**src/rtl/calc_op_sequencer.sv**
```systemverilog
// ----------------------------------------------------------------------------
// calc_op_sequencer
//   Command-driven sequencer for the calculator datapath (regA, regB, B-operand
//   mux, ALU, regC). Commands arrive over a valid/ready port and wait in a small
//   FIFO. A five-state FSM drives the datapath load/select/op controls for each
//   command. The regC result is returned over a valid/ready response port.
//
// Optional feature macro: CALC_SEQ_STATS_EN
//   When defined, the stat_done_o port is added. It is an 8-bit wrapping count
//   of completed responses.
//
// Ports
//   clk_i          clock, rising edge
//   rst_i          synchronous active-high reset
//   cmd_valid_i    command present
//   cmd_ready_o    FIFO not full
//   cmd_op_i       ALU opcode
//   cmd_a_i        operand A
//   cmd_b_i        operand B (ignored when cmd_chain_i=1)
//   cmd_chain_i    1: B operand is current regC, regB not reloaded
//   dp_dados_o     data bus to regA/regB
//   dp_enA_o       regA load enable
//   dp_enB_o       regB load enable
//   dp_sel_o       B-mux select (0=regB, 1=regC)
//   dp_op_o        ALU opcode
//   dp_op_reg_o    regC control (00 hold, 01 load ALU result)
//   dp_result_i    regC value
//   rsp_valid_o    result available
//   rsp_ready_i    consumer accepts result
//   rsp_result_o   result (regC) while rsp_valid_o
//   busy_o         FSM not idle or FIFO non-empty
//   state_o        FSM state code (debug)
//   stat_done_o    completed-response count (CALC_SEQ_STATS_EN only)
// ----------------------------------------------------------------------------
module calc_op_sequencer #(
  parameter int DEPTH  = 4,
  parameter int DATA_W = 4,
  parameter int OP_W   = 2
) (
  input  logic              clk_i,
  input  logic              rst_i,
  input  logic              cmd_valid_i,
  output logic              cmd_ready_o,
  input  logic [OP_W-1:0]   cmd_op_i,
  input  logic [DATA_W-1:0] cmd_a_i,
  input  logic [DATA_W-1:0] cmd_b_i,
  input  logic              cmd_chain_i,
  output logic [DATA_W-1:0] dp_dados_o,
  output logic              dp_enA_o,
  output logic              dp_enB_o,
  output logic              dp_sel_o,
  output logic [OP_W-1:0]   dp_op_o,
  output logic [1:0]        dp_op_reg_o,
  input  logic [DATA_W:0]   dp_result_i,
  output logic              rsp_valid_o,
  input  logic              rsp_ready_i,
  output logic [DATA_W:0]   rsp_result_o,
  output logic              busy_o,
  output logic [2:0]        state_o
`ifdef CALC_SEQ_STATS_EN
  ,
  output logic [7:0]        stat_done_o
`endif
);

  localparam int PTR_W = $clog2(DEPTH);
  localparam int ENT_W = OP_W + 2 * DATA_W + 1;
  localparam logic [PTR_W:0] FULL_CNT = DEPTH[PTR_W:0];

  typedef enum logic [2:0] {
    S_IDLE   = 3'd0,
    S_LOAD_A = 3'd1,
    S_LOAD_B = 3'd2,
    S_EXEC   = 3'd3,
    S_RESP   = 3'd4
  } state_e;

  // FIFO storage and pointers
  logic [ENT_W-1:0] mem_q [DEPTH];
  logic [PTR_W-1:0] wr_ptr_q, rd_ptr_q;
  logic [PTR_W:0]   count_q, count_d;
  logic             push_s, pop_s, empty_s, full_s;
  logic [ENT_W-1:0] head_s;

  // FSM and working command
  state_e            state_q, state_d;
  logic [OP_W-1:0]   work_op_q, work_op_d;
  logic [DATA_W-1:0] work_a_q, work_a_d;
  logic [DATA_W-1:0] work_b_q, work_b_d;
  logic              work_chain_q, work_chain_d;

  // Registered datapath / response controls
  logic [DATA_W-1:0] dados_q, dados_d;
  logic              en_a_q, en_a_d;
  logic              en_b_q, en_b_d;
  logic              sel_q, sel_d;
  logic [OP_W-1:0]   op_q, op_d;
  logic [1:0]        op_reg_q, op_reg_d;
  logic              rsp_valid_q, rsp_valid_d;

  assign empty_s = (count_q == {(PTR_W+1){1'b0}});
  assign full_s  = (count_q == FULL_CNT);
  assign push_s  = cmd_valid_i && !full_s;
  assign head_s  = mem_q[rd_ptr_q];

  // FIFO occupancy: simultaneous push and pop leave the count unchanged
  always_comb begin
    count_d = count_q;
    case ({push_s, pop_s})
      2'b10:   count_d = count_q + {{PTR_W{1'b0}}, 1'b1};
      2'b01:   count_d = count_q - {{PTR_W{1'b0}}, 1'b1};
      default: count_d = count_q;
    endcase
  end

  // FIFO entry storage (no reset needed; validity is tracked by count_q)
  always_ff @(posedge clk_i) begin
    if (push_s) begin
      mem_q[wr_ptr_q] <= {cmd_op_i, cmd_a_i, cmd_b_i, cmd_chain_i};
    end
  end

  // FIFO pointers and count; pointers wrap naturally since DEPTH is 2^PTR_W
  always_ff @(posedge clk_i) begin
    if (rst_i) begin
      wr_ptr_q <= {PTR_W{1'b0}};
      rd_ptr_q <= {PTR_W{1'b0}};
      count_q  <= {(PTR_W+1){1'b0}};
    end else begin
      if (push_s) wr_ptr_q <= wr_ptr_q + {{(PTR_W-1){1'b0}}, 1'b1};
      if (pop_s)  rd_ptr_q <= rd_ptr_q + {{(PTR_W-1){1'b0}}, 1'b1};
      count_q <= count_d;
    end
  end

  // Next state, working-command capture and FIFO pop
  always_comb begin
    state_d      = state_q;
    work_op_d    = work_op_q;
    work_a_d     = work_a_q;
    work_b_d     = work_b_q;
    work_chain_d = work_chain_q;
    pop_s        = 1'b0;
    case (state_q)
      S_IDLE: begin
        if (!empty_s) begin
          pop_s   = 1'b1;
          state_d = S_LOAD_A;
        end else begin
          state_d = S_IDLE;
        end
      end
      S_LOAD_A: begin
        if (work_chain_q) state_d = S_EXEC;
        else              state_d = S_LOAD_B;
      end
      S_LOAD_B: state_d = S_EXEC;
      S_EXEC:   state_d = S_RESP;
      S_RESP: begin
        if (rsp_ready_i) begin
          // Go straight to the next command without an IDLE bubble
          if (!empty_s) begin
            pop_s   = 1'b1;
            state_d = S_LOAD_A;
          end else begin
            state_d = S_IDLE;
          end
        end else begin
          state_d = S_RESP;
        end
      end
      default: state_d = S_IDLE;
    endcase
    if (pop_s) begin
      {work_op_d, work_a_d, work_b_d, work_chain_d} = head_s;
    end else begin
      work_chain_d = work_chain_q;
    end
  end

  // Control outputs are decoded from the next state so they appear registered
  // in the cycle that the FSM occupies that state
  always_comb begin
    dados_d     = {DATA_W{1'b0}};
    en_a_d      = 1'b0;
    en_b_d      = 1'b0;
    sel_d       = 1'b0;
    op_d        = {OP_W{1'b0}};
    op_reg_d    = 2'b00;
    rsp_valid_d = 1'b0;
    case (state_d)
      S_LOAD_A: begin
        dados_d = work_a_d;
        en_a_d  = 1'b1;
      end
      S_LOAD_B: begin
        dados_d = work_b_d;
        en_b_d  = 1'b1;
      end
      S_EXEC: begin
        op_d     = work_op_d;
        sel_d    = work_chain_d;
        op_reg_d = 2'b01;
      end
      S_RESP:  rsp_valid_d = 1'b1;
      default: rsp_valid_d = 1'b0;
    endcase
  end

  // FSM state, working command and registered control outputs
  always_ff @(posedge clk_i) begin
    if (rst_i) begin
      state_q      <= S_IDLE;
      work_op_q    <= {OP_W{1'b0}};
      work_a_q     <= {DATA_W{1'b0}};
      work_b_q     <= {DATA_W{1'b0}};
      work_chain_q <= 1'b0;
      dados_q      <= {DATA_W{1'b0}};
      en_a_q       <= 1'b0;
      en_b_q       <= 1'b0;
      sel_q        <= 1'b0;
      op_q         <= {OP_W{1'b0}};
      op_reg_q     <= 2'b00;
      rsp_valid_q  <= 1'b0;
    end else begin
      state_q      <= state_d;
      work_op_q    <= work_op_d;
      work_a_q     <= work_a_d;
      work_b_q     <= work_b_d;
      work_chain_q <= work_chain_d;
      dados_q      <= dados_d;
      en_a_q       <= en_a_d;
      en_b_q       <= en_b_d;
      sel_q        <= sel_d;
      op_q         <= op_d;
      op_reg_q     <= op_reg_d;
      rsp_valid_q  <= rsp_valid_d;
    end
  end

  assign cmd_ready_o  = !full_s;
  assign dp_dados_o   = dados_q;
  assign dp_enA_o     = en_a_q;
  assign dp_enB_o     = en_b_q;
  assign dp_sel_o     = sel_q;
  assign dp_op_o      = op_q;
  assign dp_op_reg_o  = op_reg_q;
  assign rsp_valid_o  = rsp_valid_q;
  // regC is held during RESP, so the passthrough is stable through a stall
  assign rsp_result_o = rsp_valid_q ? dp_result_i : {(DATA_W+1){1'b0}};
  assign busy_o       = (state_q != S_IDLE) || !empty_s;
  assign state_o      = state_q;

`ifdef CALC_SEQ_STATS_EN
  logic [7:0] stat_done_q;

  // Completed-response counter, wraps 255 -> 0
  always_ff @(posedge clk_i) begin
    if (rst_i) begin
      stat_done_q <= 8'd0;
    end else if (rsp_valid_q && rsp_ready_i) begin
      stat_done_q <= stat_done_q + 8'd1;
    end else begin
      stat_done_q <= stat_done_q;
    end
  end

  assign stat_done_o = stat_done_q;
`endif

endmodule

```
**config.mk**
```make
export PLATFORM = sky130hd
export DESIGN_NAME = calc_op_sequencer
export DESIGN_NICKNAME = d
export VERILOG_FILES = /design/src/rtl/calc_op_sequencer.sv
export SDC_FILE = /design/constraint.sdc
export NUM_CORES = 1
export LEC_CHECK = 0
export ABC_AREA = 1
export BUFFER_PORTS_ARGS = -buffer_cell sky130_fd_sc_hd__buf_2
export CORE_ASPECT_RATIO = 0.6
export CORE_MARGIN = 10
export CORE_UTILIZATION = 57
export CTS_BUF_LIST = sky130_fd_sc_hd__clkbuf_8
export CTS_CLUSTER_SIZE = 8
export DETAILED_ROUTE_END_ITERATION = 8
export GPL_TIMING_DRIVEN = 0
export PLACE_DENSITY = 0.83
export SLEW_MARGIN = 0
export SYNTH_ARGS = -nofsm -noshare
export SYNTH_HDL_FRONTEND = slang
export SYNTH_SLANG_ARGS = --single-unit
```
**constraint.sdc**
```tcl
create_clock -name clk_i -period 2 [get_ports clk_i]
set_input_delay 0.3 -clock clk_i [delete_from_list [all_inputs] [get_ports clk_i]]
set_output_delay 0.3 -clock clk_i [all_outputs]
set_load 0.005 [all_outputs]
```
==> results of run 1 <==
[cell usage in the layout (no fill, tap or decap), types with 3 or more instances in the layout]
cell type	n
nand2_1	47
nor2_1	39
o21ai_0	28
inv_1	29
edfxtp_1	44
nand3_1	5
dfxtp_1	28
nand4_1	4
buf_4	8
nand2_2	5
clkbuf_8	10
buf_2	42
bufinv_16	3
ha_1	5
a21oi_1	25
nor2_2	3
[timing repair]
action                                  in CTS  in global routing
endpoints found under the setup margin       1                 46
resized for setup                            2                 11
pin swaps                                    1                  1
buffers inserted                             2                  1
[power by group through the flow]
| stage | registers, uW | clock network [uW] | logic (uW) |
|---|---|---|---|
| 2_1_floorplan | 2080 | 0 | 1080 |
| 3_3_place_gp | 2080 | 0 | 1470 |
| 3_5_place_dp | 2100 | 0 | 1530 |
| 4_1_cts | 2070 | 1410 | 1590 |
| 5_1_grt | 2100 | 1470 | 1880 |
| 6_report | 2080 | 1380 | 1650 |
[path summary, 6_finish.rpt]
check                    start           end  slack (ns)
setup / recovery    state_o[2]    count_q[2]        0.16
hold / removal      cmd_b_i[1]   mem_q[1][2]        0.17
setup reg to reg    state_o[2]    count_q[2]        0.16
hold reg to reg   work_op_q[0]  work_op_q[0]        0.47
[final cells by class]
type | instances | area share (%)
inverters | 29 | 3.09
repair buffers | 43 | 6.32
well taps | 66 | 2.34
plain buffers | 12 | 2.34
clock buffers | 10 | 3.90
flip-flops and latches | 74 | 54.6
clock inverters | 6 | 2.98
multi-input cells | 172 | 24.4
[logic make-up (layout without fill, tap and decap cells)]
family / after synthesis / after routing / share of synthesized area, %
XOR/XNOR: 1 / 1 / 0.297
other: 1 / 1 / 0.127
buffers and inverters: 41 / 100 / 6.36
flip-flops: 74 / 74 / 65.2
adder cells (fa/ha/maj): 6 / 6 / 2.80
AND/OR/NAND/NOR: 109 / 109 / 15.9
AO/OA/AOI/OAI: 55 / 55 / 9.33
[registers in the layout, indices dropped and copies added, names as in the netlist, 2 cells and up, named ones only]
name	flops
work_b_q	4
work_op_q	2
wr_ptr_q	2
state_o	3
dp_dados_o	4
mem_q	44
dp_op_o	2
count_q	3
rd_ptr_q	2
[worst max-delay path, delay by kind of cell, from the launching register on]
kind / cells / cell delay, ns
buffers and inverters: 2 / 0.18
AOI/OAI and AO/OA: 2 / 0.23
adders and majority gates: 2 / 0.48
DFF: 1 / 0.38
and+or+nand+nor: 5 / 0.47
[metal layers]
metal / vias up / global-route usage, % / share of wire [%]
li1: 1058 / - / -
met1: 995 / 18.5 / 44
met2: 76 / 23.7 / 46
met3: 11 / 6.45 / 8.3
met4: 0 / 8.12 / 1.9
met5: - / 0 / 0
[per-stage QoR]
step	hold WS (ns)	area, um2	instances	utilization, %	worst slack (ns)
final	0.165	3530	412	70.1	0.162
after global routing	0.149	3530	412	70.1	-0.000678
after CTS	0.149	3490	411	69.5	0.00868
after detailed placement	0.465	3230	393	64.3	-0.0791
after global placement	0.454	3230	393	64.3	0.00583
after floorplan	0.399	2950	287	-	0.115
==> impl_metrics.py, run 1 <==
metrics = {
    "power_and_ir_drop": {
        "power_frac_seq_pct": 40.7,
        "p_sw_uw": 1700,
        "power.density_nw_per_um2": 1450,
        "combinationalPowerShare_pct": 32.3,
        "leakage_uw": 0.00151,
        "p_total_uw": 5110,
        "p_int_uw": 3410,
        "p_sw_share_pct": 33.2,
        "clockPowerShare_pct": 27.0,
        "ir_drop_mv": 0.833,
    },
    "clock_network": {
        "cts_max_level": 3,
        "numCtsBuffers": 9,
        "cts_tree": "done",
        "clock_latency_ns": 0.34,
        "path_clk_slew_ns": 0.08,
        "hold_buffers": 0,
        "cts_sinks": 74,
        "clock-root-buffer": "clkbuf_8",
        "cts_buffer_depth": 2,
    },
    "detailed_routing": {
        "via_per_inst": 5.19,
        "vias": 2140,
        "dr.first_iter.drc_count": 155,
        "drtAntennaViolNets": 0,
        "drc_errors": 0,
        "wl_per_cell_um": 15.4,
        "drtPass1Iterations": 4,
        "routed_wl_mm": 6.33,
    },
    "layout": {
        "multi_input_area_um2": 862,
        "register_area_um2": 1920,
        "antenna_cells": 0,
        "drive_above_1_share_pct": 24.6,
        "fillers": 370,
        "fin_nets": 367,
        "area_delta_synth_final_pct": 19.6,
    },
    "synth": {
        "ys_seq_area_share_pct": 65.2,
        "synthesis.area_um2": 2950,
        "synth_top_area_share_pct": 44.8,
        "ys_warn_count": 0,
        "async_reset_ff_share_pct": 0,
        "synth_cell_types": 25,
        "ys_ff_latch": 74,
        "synth.most_common_cell": "nand2_1",
        "syn-mean-instance-area_um2": 10.3,
        "synthFlopType": "edfxtp_1",
        "yosysTopAreaCell": "edfxtp_1",
        "synth_area_leaders": "edfxtp_1 45%, dfxtp_1 20%, nand2_1 6.4%, nor2_1 5.3%, o21ai_0 4.9%",
        "synth_nets": 313,
        "synth_edf_count": 44,
        "synthCells": 287,
        "synth_commonest_cells": "50 x nand2_1, 44 x edfxtp_1, 42 x nor2_1",
    },
    "global_routing": {
        "antenna_found_initial": 0,
        "grt_max_degree": 14,
        "grt_pass1_vias": 2153,
        "grt_use_total_pct": 15.5,
        "grt_pass1_wl_mm": 10.1,
        "grt-ovfl-total": 0,
    },
    "sta": {
        "period_needed_ns": 1.84,
        "drv_slew": 0,
        "fin_skew_ns": 0.0107,
        "max_freq_mhz": 544,
        "hold_viol_final": 0,
        "worst_slew_pin_slew_ns": 1.03,
        "finalSetupTns_ns": 0,
        "period_share_pct": 91.9,
        "finalSetupViolations": 0,
        "maxSlewHeadroom_pct": 31.3,
    },
    "floorplan": {
        "ios": 42,
        "core_region_area_um2": 5030,
        "fp.dieH_um": 75.7,
        "die-area_um2": 8550,
        "rows": 20,
        "start_util_pct": 58.6,
        "die_w_um": 113,
    },
    "setup_path": {
        "crit_path_top_delay_cell": "dfxtp_1",
        "reg2reg_depth": 11,
        "cp.arrival_ns": 2.08,
        "crit_required_ns": 2.24,
        "crit_type": "reg -> reg",
        "cp_common_cell": "nand2_2",
        "setup.worst_path.start_class": "flop",
        "crit_path_max_fanout": 5,
        "max_stage_delay_ns": 0.38,
        "cp-end-kind": "flop",
        "worstPathCellList": "nand2_2 > nand2_2 > nor2_4 > buf_6 > ha_1 > inv_1 > fa_2 > a21oi_1 > o21ai_1 > nor2_1 > nor2_2",
    },
    "outcome": {
        "status": "completed",
    },
    "place": {
        "io_buffers": 40,
        "gp_congestion": 0.781,
        "hpwl_mm": 4.57,
    },
    "flow_run": {
        "cap_violations": 0,
    },
    "min_path": {
        "hold_class": "in -> reg",
        "min_delay_path_depth": 1,
    },
}
(Power assumes the default switching activity.)
==> inputs of run 2 (changes only) <==
- ABC_AREA: 1 -> default
- PLACE_DENSITY: 0.83 -> 0.84
==> run 2 against run 1 <==
The flow now finishes with violations (setup timing). Non-clock buffer count is 4 higher. Sequential share of layout area is 0.22 points higher. Routed wire length fell by 14%. Critical endpoint unchanged. Largest cell class unchanged.
==> impl_metrics.py, run 2 <==
metrics = {
    "clock_network": {
        "cts_tree": "done",
        "cts_max_level": 3,
        "cts_sinks": 74,
        "cts_buffer_depth": 2,
        "clock-root-buffer": "clkbuf_8",
        "numCtsBuffers": 9,
        "clock_latency_ns": 0.34,
        "hold_buffers": 0,
        "path_clk_slew_ns": 0.07,
    },
    "outcome": {
        "violations": "setup timing",
        "status": "complete, but fails checks",
    },
    "setup_path": {
        "setup.worst_path.start_class": "flop",
        "crit_required_ns": 2.27,
        "cpLargestDelayFamily": "simple AND/OR/NAND/NOR gates",
        "cp-end-kind": "flop",
        "crit_type": "reg -> reg",
        "max_stage_delay_ns": 0.37,
        "worstPathCellList": "or2_4 > nor3_4 > buf_6 > ha_4 > inv_2 > fa_2 > xor2_1 > or3_1 > a21oi_1",
        "crit_path_max_fanout": 7,
        "crit_path_top_delay_cell": "dfxtp_4",
        "cp.arrival_ns": 2.40,
        "path_buf_inv": 2,
    },
    "detailed_routing": {
        "via_per_inst": 5.39,
        "drtAntennaViolNets": 0,
        "drtPass1Iterations": 5,
        "drc_errors": 0,
        "wl_per_cell_um": 17.3,
        "dr.first_iter.drc_count": 82,
        "routed_wl_mm": 5.46,
        "vias": 1697,
    },
    "synth": {
        "yosysTopAreaCell": "edfxtp_1",
        "synth_top_family_by_area": "simple AND/OR/NAND/NOR gates",
        "async_reset_ff_share_pct": 0,
        "synth_area_leaders": "edfxtp_1 45%, dfxtp_1 21%, mux4_2 8.5%, ha_1 2.1%, o2bb2ai_1 1.8%",
        "ys_seq_area_share_pct": 65.9,
        "synth_cell_types": 49,
        "syn-mean-instance-area_um2": 15.8,
        "synth_top_area_share_pct": 45.3,
        "synth-compound-area-share_pct": 7.64,
        "synth_nets": 211,
        "synth_adder_area_share_pct": 2.83,
        "muxShareOfSynthArea_pct": 8.88,
        "synthesis.area_um2": 2920,
        "synthFlopType": "edfxtp_1",
        "yosys.area_share.simple_pct": 10.6,
        "ys_ff_latch": 74,
        "ys_warn_count": 0,
        "synth.most_common_cell": "edfxtp_1",
        "yosys.area_share.xor_xnor_pct": 0.901,
        "synth_commonest_cells": "44 x edfxtp_1, 30 x dfxtp_1, 11 x mux4_2",
        "synthCells": 185,
        "synth_edf_count": 44,
    },
    "layout": {
        "drive_above_1_share_pct": 41.0,
        "largest-register": "mem_q",
        "layout_commonest_cell": "edfxtp_1",
        "register_area_um2": 1940,
        "final_cell_mix": "44 x edfxtp_1, 39 x buf_2, 25 x dfxtp_1",
        "fin_nets": 270,
        "fillers": 340,
        "multi_input_area_um2": 940,
        "antenna_cells": 0,
        "area_delta_synth_final_pct": 21.3,
        "largest_register_ffs": 44,
    },
    "sta": {
        "max_freq_mhz": 468,
        "hold_viol_final": 0,
        "setup_ws_ns": -0.136,
        "maxSlewHeadroom_pct": 60.0,
        "period_share_pct": 107,
        "worst_slew_pin_slew_ns": 0.600,
        "period_needed_ns": 2.14,
        "rsz0062_at_grt": "true",
        "fin_skew_ns": 0.00750,
        "finalSetupViolations": 1,
        "holdWs_ns": 0.173,
        "drv_slew": 0,
        "finalSetupTns_ns": -0.136,
    },
    "power_and_ir_drop": {
        "power.density_nw_per_um2": 1380,
        "leakage_uw": 0.00134,
        "ir_drop_mv": 0.576,
    },
    "floorplan": {
        "ios": 42,
        "die-area_um2": 8470,
        "core_region_area_um2": 5000,
        "rows": 20,
        "die_w_um": 112,
        "start_util_pct": 58.2,
        "fp.dieH_um": 75.4,
    },
    "global_routing": {
        "grt-ovfl-total": 0,
        "grt_pass1_wl_mm": 8.82,
        "grt_use_total_pct": 13.6,
        "antenna_found_initial": 0,
        "grt_max_degree": 13,
        "grt_pass1_vias": 1781,
    },
    "place": {
        "io_buffers": 38,
        "gp_congestion": 0.712,
        "hpwl_mm": 3.83,
    },
    "flow_run": {
        "cap_violations": 0,
    },
    "min_path": {
        "hold_class": "in -> reg",
    },
}
## run 2: power breakdown
| part | switching (uW) | total (uW) | internal (uW) |
|---|---|---|---|
| sequential | 167 | 2070 | 1900 |
| clock | 511 | 1200 | 689 |
| combinational | 751 | 1620 | 869 |
| total | 1430 | 4890 | 3460 |
## run 2: final cells by class
class | count | area share, %
Buffer | 10 | 2.05
Clock buffer | 9 | 3.50
Clock inverter | 7 | 2.41
Inverter | 5 | 0.531
Multi-Input combinational cell | 95 | 26.6
Sequential cell | 74 | 54.8
Tap cell | 66 | 2.33
Timing Repair Buffer | 49 | 7.82
## run 2: kinds of logic (layout without fill, tap and decap cells)
group           after synthesis  count (layout)
simple gates                 45              45
xor+xnor                      3               3
mux                          12              12
compound gates               28              28
other cells                   1               1
fa+ha+maj                     6               6
buf+inv                      16              80
flops                        74              74
## run 2: path summary, 6_finish.rpt
check	from	end	slack, ns	cells after the start
worst min-delay path	cmd_a_i[2]	mem_q[2][7]	0.17	1
worst max-delay path	state_o[0]	count_q[2]	-0.14	9
worst max register to register	state_o[0]	count_q[2]	-0.14	9
worst min register to register	work_op_q[1]	dp_op_o[1]	0.48	1
## run 2: per-stage QoR
step	area (um2)	setup slack [ns]	utilization, %	std cells	total power, uW
after CTS	3470	-0.0876	69.4	309	4760
after floorplan	2940	-0.216	-	185	3080
after global routing	3540	-0.187	70.7	315	5180
final	3540	-0.136	70.7	315	4890
after detailed placement	3210	-0.348	64.1	289	3460
after global placement	3210	-0.336	64.1	289	3400
## run 2: repair_timing
action,4_1_cts,5_1_grt
setup buffers,5,6
setup endpoints to repair,2,2
cloned,0,0
gates resized for setup,10,6
pin swaps,5,2
## run 2: per-layer routing
metal / track usage, % / vias to the layer above / share of wire, %
li1: - / 818 / -
met1: 15.9 / 827 / 46
met2: 21.9 / 42 / 46
met3: 6.13 / 10 / 5.9
met4: 5.60 / 0 / 1.5
met5: 0 / - / 0
==> inputs of run 3 (changes only) <==
- REMOVE_ABC_BUFFERS: default -> 1
==> run 3 against run 2 <==
The flow still finishes with violations (setup timing). Setup slack better by 0.054 ns. Register-to-register slack gained 0.05 ns. Die area unchanged. Final cell count down 4.1%. Combinational power fell by 19%. Critical endpoint unchanged. Largest power group unchanged.
==> impl_metrics.py, run 3 (synthesis gave the netlist of run 2 again) <==
metrics = {
    "outcome": {
        "status": "complete, but fails checks",
        "violations": "setup timing",
    },
    "power_and_ir_drop": {
        "power_frac_seq_pct": 44.3,
        "p_sw_share_pct": 29.0,
        "power.density_nw_per_um2": 1390,
        "p_int_uw": 3370,
        "ir_drop_mv": 0.623,
        "combinationalPowerShare_pct": 27.5,
        "clockPowerShare_pct": 28.2,
        "p_sw_uw": 1380,
        "leakage_uw": 0.00129,
    },
    "sta": {
        "worst_slew_pin_slew_ns": 0.733,
        "fin_skew_ns": 0.00996,
        "drv_slew": 0,
        "period_share_pct": 104,
        "holdWs_ns": 0.170,
        "maxSlewHeadroom_pct": 50.7,
        "setup_ws_ns": -0.0821,
        "max_freq_mhz": 480,
        "hold_viol_final": 0,
        "period_needed_ns": 2.08,
        "rsz0062_at_grt": "true",
        "finalSetupViolations": 1,
        "finalSetupTns_ns": -0.0821,
    },
    "layout": {
        "largest-register": "mem_q",
        "fillers": 354,
        "fin_nets": 257,
        "final_cell_mix": "44 x edfxtp_1, 40 x buf_2, 26 x dfxtp_1",
        "register_area_um2": 1930,
        "antenna_cells": 0,
        "largest_register_ffs": 44,
        "layout_commonest_cell": "edfxtp_1",
        "drive_above_1_share_pct": 38.6,
        "area_delta_synth_final_pct": 17.5,
        "multi_input_area_um2": 911,
    },
    "setup_path": {
        "cp-end-kind": "flop",
        "r2r-start": "state_o[1]",
        "reg2reg_depth": 8,
        "startpoint": "state_o[1]",
        "crit_required_ns": 2.26,
        "setup.worst_path.start_class": "flop",
        "r2r_end": "count_q[2]",
        "cp.arrival_ns": 2.34,
        "crit_path_max_fanout": 2,
        "reg2reg_slack_ns": -0.08,
        "crit_type": "reg -> reg",
        "critPathCapture": "count_q[2]",
    },
    "floorplan": {
        "die_w_um": 112,
        "ios": 42,
        "start_util_pct": 58.2,
        "fp.dieH_um": 75.4,
        "rows": 20,
        "die-area_um2": 8470,
        "core_region_area_um2": 5000,
    },
    "clock_network": {
        "path_clk_slew_ns": 0.08,
        "numCtsBuffers": 9,
        "clock-root-buffer": "clkbuf_8",
        "cts_buffer_depth": 2,
        "cts_tree": "done",
        "cts_max_level": 3,
        "cts_sinks": 74,
        "clock_latency_ns": 0.35,
        "hold_buffers": 0,
    },
    "global_routing": {
        "grt_pass1_vias": 1737,
        "grt_max_degree": 24,
        "grt-ovfl-total": 0,
        "antenna_found_initial": 0,
        "grt_use_total_pct": 13.6,
        "grt_pass1_wl_mm": 8.78,
    },
    "flow_run": {
        "cap_violations": 0,
    },
    "detailed_routing": {
        "drtPass1Iterations": 4,
        "via_per_inst": 5.49,
        "vias": 1657,
        "drc_errors": 0,
        "routed_wl_mm": 5.43,
        "drtAntennaViolNets": 0,
        "wl_per_cell_um": 18.0,
        "dr.first_iter.drc_count": 78,
    },
    "place": {
        "gp_congestion": 0.709,
        "hpwl_mm": 3.51,
        "io_buffers": 40,
        "place_ws_ns": -0.543,
    },
    "min_path": {
        "hold_class": "in -> reg",
    },
}
==> run 3: changes by cell type in the layout (fill, tap and decap cells not counted), sizes merged <==
cell	change
inv	+1
buf	-10
clkbuf	-3
clkinv	-2
bufinv	+1
==> run 3: stage by stage <==
stage / cell area, um2 / cells / util [%] / total power [uW]
finish: 3430 / 302 / 68.5 / 4750
global route: 3430 / 302 / 68.5 / 5020
CTS: 3420 / 302 / 68.4 / 4780
detailed placement: 3130 / 280 / 62.5 / 3300
global placement: 3130 / 280 / 62.5 / 3240
floorplan: 2840 / 174 / - / 2920
==> run 3: layer usage <==
metal | vias up | share of wire, % | GRT usage, %
met5 | - | 0 | 0
met3 | 8 | 8.1 | 5.74
li1 | 789 | - | -
met1 | 804 | 44 | 16.4
met4 | 0 | 0.88 | 5.32
met2 | 56 | 47 | 21.7
==> run 3: cell type report <==
class | instances | area share, %
clock buffers | 9 | 3.62
clock inverters | 7 | 3.21
inverters | 5 | 0.548
multi-input cells | 95 | 26.6
flip-flops and latches | 74 | 56.5
well taps | 66 | 2.41
repair buffers | 46 | 7.16
==> run 3: timing repair <==
action | in CTS | in global routing
setup endpoints to repair | 2 | 2
resized for setup | 10 | 1
buffers inserted | 6 | 0
pin swaps | 5 | 0
endpoints found under the hold margin | 0 | 0
==> run 3: power by group through the flow <==
stage,Sequential (uW),Clock (uW),Combinational [uW]
5_1_grt,2150,1420,1450
6_report,2100,1340,1310
4_1_cts,2110,1360,1310
3_3_place_gp,2140,0,1110
2_1_floorplan,2090,0,833
3_5_place_dp,2150,0,1140
==> run 3: worst max-delay path, stage by stage, from the launching register on <==
cell     delay (ns)
dfxtp_4        0.35
or2_4          0.26
nor3_4         0.20
ha_2           0.22
inv_2          0.04
fa_2           0.33
xor2_1         0.16
or3_1          0.30
a21oi_1        0.13
==> run 3: how the worst min path moves through the flow <==
stage	startpoint	endpoint	depth (start not counted)
2_1_floorplan	rst_i	flop	1
6_report	cmd_chain_i	mem_q[2][0]	1
5_1_grt	cmd_b_i[1]	mem_q[3][2]	1
4_1_cts	cmd_b_i[1]	mem_q[3][2]	1
3_3_place_gp	work_op_q[0]	dp_op_o[0]	1
3_5_place_dp	work_op_q[0]	dp_op_o[0]	1
